==> src/rtl/sprite_pkg.sv <==
// Shared types and constants for the sprite line fetch path.
package sprite_pkg;

    localparam int ICON_WORDS = 2;
    localparam logic [9:0] SPRITE_OFFSCREEN_X = 10'd640;
    localparam int PIX_W = 4;
    localparam int ICON_IDX_W = 5;

    typedef struct packed {
        logic                  valid;
        logic [ICON_IDX_W-1:0] icon;
        logic                  word;
    } fetch_tag_t;

    typedef enum logic [1:0] {
        IDLE  = 2'd0,
        ISSUE = 2'd1,
        DRAIN = 2'd2
    } fetch_state_t;

endpackage

==> src/rtl/fetch_tag_pipe.sv <==
// Delays the {valid, icon, word} read tag so it lines up with returning memory data.
module fetch_tag_pipe
    import sprite_pkg::*;
#(
    parameter int DEPTH = 1
) (
    input  logic       clk,
    input  logic       clear,
    input  fetch_tag_t tag_in,
    output fetch_tag_t tag_out,
    output logic       pending
);

    fetch_tag_t stage_q [DEPTH];

    always_ff @(posedge clk) begin
        if (clear) begin
            for (int i = 0; i < DEPTH; i++) stage_q[i] <= '0;
        end else begin
            stage_q[0] <= tag_in;
            for (int i = 1; i < DEPTH; i++) stage_q[i] <= stage_q[i-1];
        end
    end

    assign tag_out = stage_q[DEPTH-1];

    // Tags still in flight behind the output stage.
    always_comb begin
        pending = 1'b0;
        for (int i = 0; i < DEPTH - 1; i++) pending = pending | stage_q[i].valid;
    end

endmodule

==> src/rtl/sprite_line_fetch.sv <==
// Per-scanline pattern fetch: reads two words per icon and strobes them to the icons.
// Optional SPRITE_SKIP_EN adds icon_x and skips icons parked at x == 640.
module sprite_line_fetch
    import sprite_pkg::*;
#(
    parameter int NUM_ICONS   = 8,
    parameter int MEM_LATENCY = 1,
    parameter int ADDR_W      = 12
) (
    input  logic                            clk,
    input  logic                            reset,
    input  logic                            line_start,
    input  logic [NUM_ICONS*ADDR_W-1:0]     icon_addr,
`ifdef SPRITE_SKIP_EN
    input  logic [NUM_ICONS*10-1:0]         icon_x,
`endif
    output logic [ADDR_W-1:0]               mem_addr,
    output logic                            mem_rd,
    input  logic [31:0]                     mem_data,
    output logic [NUM_ICONS*ICON_WORDS-1:0] icon_ds,
    output logic [31:0]                     icon_data,
    output logic                            busy,
    output logic                            done
);

    // state | meaning
    // IDLE  | waiting for line_start
    // ISSUE | one read per cycle, icon-major, left word first
    // DRAIN | waiting for the last tag to retire

    fetch_state_t              state_q, state_d;
    logic [NUM_ICONS*ADDR_W-1:0] addr_q;
    logic [NUM_ICONS-1:0]      skip_q, skip_new;
    logic [ICON_IDX_W-1:0]     icon_q, icon_d;
    logic                      word_q, word_d;
    logic                      done_q, done_d;
    logic [31:0]               data_q;
    logic [5:0]                first_icon, next_icon;
    fetch_tag_t                tag_in, tag_out;
    logic                      pending;

`ifdef SPRITE_SKIP_EN
    always_comb begin
        for (int i = 0; i < NUM_ICONS; i++)
            skip_new[i] = (icon_x[i*10 +: 10] == SPRITE_OFFSCREEN_X);
    end
`else
    assign skip_new = '0;
`endif

    // Lowest non-skipped icon at or above start; NUM_ICONS when none remain.
    function automatic logic [5:0] find_from(input logic [NUM_ICONS-1:0] skip,
                                             input logic [5:0] start);
        logic [5:0] r;
        r = 6'(NUM_ICONS);
        for (int i = NUM_ICONS - 1; i >= 0; i--)
            if (6'(i) >= start && !skip[i]) r = 6'(i);
        return r;
    endfunction

    assign first_icon = find_from(skip_new, 6'd0);
    assign next_icon  = find_from(skip_q, {1'b0, icon_q} + 6'd1);

    always_comb begin
        state_d = state_q;
        icon_d  = icon_q;
        word_d  = word_q;
        done_d  = 1'b0;
        case (state_q)
            IDLE: begin
                if (line_start) begin
                    if (first_icon == 6'(NUM_ICONS)) begin
                        done_d = 1'b1;
                    end else begin
                        state_d = ISSUE;
                        icon_d  = first_icon[ICON_IDX_W-1:0];
                        word_d  = 1'b0;
                    end
                end
            end
            ISSUE: begin
                if (!word_q) begin
                    word_d = 1'b1;
                end else if (next_icon == 6'(NUM_ICONS)) begin
                    state_d = DRAIN;
                end else begin
                    icon_d = next_icon[ICON_IDX_W-1:0];
                    word_d = 1'b0;
                end
            end
            DRAIN: begin
                if (!pending) begin
                    state_d = IDLE;
                    done_d  = 1'b1;
                end
            end
            default: state_d = IDLE;
        endcase
    end

    always_ff @(posedge clk) begin
        if (reset) begin
            state_q <= IDLE;
            icon_q  <= '0;
            word_q  <= 1'b0;
            done_q  <= 1'b0;
            addr_q  <= '0;
            skip_q  <= '0;
            data_q  <= '0;
        end else begin
            state_q <= state_d;
            icon_q  <= icon_d;
            word_q  <= word_d;
            done_q  <= done_d;
            if (state_q == IDLE && line_start) begin
                addr_q <= icon_addr;
                skip_q <= skip_new;
            end
            if (tag_out.valid) data_q <= mem_data;
        end
    end

    assign mem_rd   = (state_q == ISSUE);
    assign mem_addr = mem_rd ? {addr_q[int'(icon_q)*ADDR_W + 3 +: ADDR_W-3], word_q, 2'b00}
                             : '0;

    always_comb begin
        tag_in       = '0;
        tag_in.valid = mem_rd;
        tag_in.icon  = icon_q;
        tag_in.word  = word_q;
    end

    fetch_tag_pipe #(.DEPTH(MEM_LATENCY)) u_tag_pipe (
        .clk     (clk),
        .clear   (reset),
        .tag_in  (tag_in),
        .tag_out (tag_out),
        .pending (pending)
    );

    always_comb begin
        icon_ds = '0;
        if (tag_out.valid)
            icon_ds[ICON_WORDS*int'(tag_out.icon) + int'(tag_out.word)] = 1'b1;
    end

    assign icon_data = tag_out.valid ? mem_data : data_q;
    assign busy      = (state_q != IDLE);
    assign done      = done_q;

endmodule
==> config.mk <==
export PLATFORM = sky130hd
export DESIGN_NAME = sprite_line_fetch
export DESIGN_NICKNAME = d
export VERILOG_FILES = /design/src/rtl/sprite_pkg.sv /design/src/rtl/fetch_tag_pipe.sv /design/src/rtl/sprite_line_fetch.sv
export SDC_FILE = /design/constraint.sdc
export NUM_CORES = 1
export LEC_CHECK = 0
export ABC_AREA = 1
export BUFFER_PORTS_ARGS = -buffer_cell sky130_fd_sc_hd__buf_2
export CORE_MARGIN = 2
export CORE_UTILIZATION = 42
export DETAILED_ROUTE_END_ITERATION = 8
export GPL_ROUTABILITY_DRIVEN = 0
export PLACE_DENSITY = 0.76
export SYNTH_ARGS = -nofsm -noshare
export SYNTH_HDL_FRONTEND = slang
export SYNTH_SLANG_ARGS = --single-unit
==> constraint.sdc <==
create_clock -name clk -period 1.6 [get_ports clk]
set_input_delay 0.32 -clock clk [delete_from_list [all_inputs] [get_ports clk]]
set_output_delay 0.32 -clock clk [all_outputs]
set_load 0.02 [all_outputs]
==> summary.md <==
| Metric | Value |
|---|---|
| Status | finished with violations |
| Failing checks | negative setup slack |
| Top-area cell type share of the netlist area | 46.2% |
| CTS Sinks | 118 |
| Crit path DAT | 1.73 ns |
| Row count | 40 |
| WHS Endpoint | addr_q[18] |
| CP startpoint | icon_q[0] |
| Clock tree from TritonCTS | done |
| Crit path capture type | output pin |
| Mapped Cells | 747 |
| 1st-iter DRT viols | 590 |
| Post-DP HPWL | 9640 um |
| DRC | 0 |
| Avg Cell Area, Syn | 6.85 um^2 |
| Mapped Area | a little over 0.005 mm^2 |
| PwrDens | 1080 mW/mm^2 |
| Tmin final | 2.05 ns |
| H-tree depth | 4 |
| Commonest non-fill, non-tap cells in the layout | 209 x nor2_1, 113 x dfxtp_1, 109 x buf_2 |
| Final setup skew | 0.00972 ns |
| Worst R2R Start | icon_q[0] |
| Vias | 6178 |
| Pre-antenna DRT Iters | 6 |
| R2R Path End | icon_q[0] |
| Yosys warning count | 0 |
| Max-Cap Viols | 0 |
| Hold depth | 3 |
| HP Class | in -> reg |
| Leak | ~3.9 nW |
| Maximum vdd drop | approximately 570 uV |
| Final wirelength | 22000 um |
| Starting Density | between 40% and 50% |
| Avg Vias per Cell | about 5.6 |
| Worst endpoint required time | 1.28 ns |
| Synth-to-Final Area Change | 63.7% |
| Yosys cell types | 28 |
| Largest net degree at the start of global routing | between 70 and 80 |
| Pre-CTS setup slack | -0.116 ns |
| Sequential area share after synthesis | 46.2% |
| Nets | 1080 |
| Antenna Nets Post-Route | 0 |
| Die Y | 114 um |
| Ports | 194 |
| Worst skew pair latency | about 0.42 ns |
| First-pass GRT wire length | ~27000 um |
| Layout cells sized above 1 | 42.9% |
| Clock Path Buffers | 2 |
| Fmax | 487 MHz |
| Post-Route Utilization | 70.0% |
| Post-CTS Hold Buffers | 0 |
| CP max FO | 9 |
| Min-delay src | icon_addr[18] |
| Top cells by area, synth | dfxtp_1 46%, nor2_1 18%, o21ai_0 10% |
| R2R depth | 12 |
| Placed cell count | 1040 |
| Worst setup margin | -0.452 ns |
| Die area | 0.0131 mm^2 |
| Final Cycle Share | 128% |
| Global route overflow | 0 |
| Die X | 114 um |
| TritonCTS Buffers | 17 |
| Synthesized flop and latch total | around 120 |
| # setup viols final | 63 |
| Crit path kind | reg -> out |
| Initial antenna violation count | 1 |
| Startpoint Class | register |
| RSZ-0062 raised after global routing | true |
| Non-filler instance count after layout | 1107 |
| Core ar. | roughly 0.012 mm^2 |
| Wire length per cell | 19.9 um |
| GRT Overall Usage | 26.3% |
| Fin. max-slew vios | 0 |
| Synth area leader | dfxtp_1 |
| Hold Vio Cnt, Final | 0 |
| PortBufs | 167 |
| Root Buffer | clkbuf_16 |
| Reg clk slew, reported paths | 0.06 ns |
| Commonest non-fill, non-tap cell in the layout | nor2_1 |
| R2R Setup Slk | -0.22 ns |
| Number of global-route vias before repair | 5493 |
-- layer usage --
layer	up-vias	track usage, %	wire length (um)
li1	2801	-	-
met1	2830	28.1	7570
met2	420	47.6	11000
met3	127	6.67	1830
met4	0	13.9	1580
met5	-	0	0
-- cell type report --
cell class                 instances  area [um^2]
clock buffer                      18          429
timing repair buffer             229         1980
sequential                       118         2380
clock inverter                    14          139
tap                              147          184
inverter                          23          101
multi-input combinational        557         3160
antenna                            1         2.50
fill                             828         3580
-- flip-flops by register name, indices dropped and copies added (netlist names) --
signal,cells
u_tag_pipe.stage_q,6
word_q,1
state_q,2
icon_q,4
done,1
data_q,32
addr_q,72
-- timing repair --
action,CTS,global route
gates cloned,9,1
pin swaps,36,41
gates resized for setup,254,138
endpoints found under the setup margin,63,64
setup buffers,9,19
-- cells in the mapped netlist --
| cell type | instances |
|---|---|
| a21oi_1 | 33 |
| a31oi_1 | 2 |
| buf_1 | 1 |
| buf_2 | 25 |
| buf_4 | 6 |
| buf_6 | 3 |
| clkbuf_1 | 15 |
| clkinv_1 | 2 |
| conb_1 | 1 |
| dfxtp_1 | 118 |
| ha_1 | 3 |
| inv_1 | 19 |
| inv_2 | 2 |
| nand2_1 | 132 |
| nand2_2 | 2 |
| nand3_1 | 7 |
| nand3_2 | 1 |
| nand3_4 | 1 |
| nand3b_1 | 2 |
| nand4_1 | 1 |
| nor2_1 | 240 |
| nor2_2 | 1 |
| nor3_1 | 2 |
| o211ai_1 | 9 |
| o21ai_0 | 105 |
| o21ai_1 | 4 |
| o21ai_2 | 1 |
| o22ai_1 | 9 |
-- kinds of logic after synthesis --
logic type | share of synthesized area, %
and+or+nand+nor | 29.5
AOI/OAI and AO/OA | 16.7
DFF | 46.2
buffers and inverters | 6.84
adders and majority gates | 0.733
other | 0.0733
-- worst max path at each step --
stage                              end  slack (ns)  cells after the start
after floorplan           mem_addr[11]        0.01                      6
after global placement    mem_addr[10]       -0.06                      7
after detailed placement     icon_q[2]       -0.12                     11
after CTS                 mem_addr[10]       -0.40                      8
after global routing       mem_addr[3]       -0.48                      8
final                      mem_addr[3]       -0.45                      8
-- metrics by stage --
stage	TNS, ns	power [mW]	hold WS (ns)	instance area [um^2]
6_report	-13.50	9.02	0.150	8380
5_1_grt	-15.94	9.28	0.151	8380
4_1_cts	-8.99	8.65	0.147	7790
3_5_place_dp	-0.709	4.63	0.441	6170
3_3_place_gp	-0.354	4.60	0.430	6170
2_1_floorplan	0	4.16	0.422	5120
-- critical path, cell delays in order, from the launching register on --
cell,delay [ns]
dfxtp_4,0.41
buf_6,0.16
nor2_1,0.05
nor2_1,0.07
o21ai_1,0.10
o211ai_1,0.12
nand2_1,0.11
nor2_2,0.13
buf_4,0.16
-- where the power goes --
part	switching [mW]	total, mW	leakage (nW)	internal (mW)
combinational	1.15	1.99	2.63	0.841
sequential	0.146	3.31	0.974	3.16
clock	1.55	3.72	0.271	2.18
total	2.85	9.02	3.87	6.18
(Power assumes the default switching activity.)
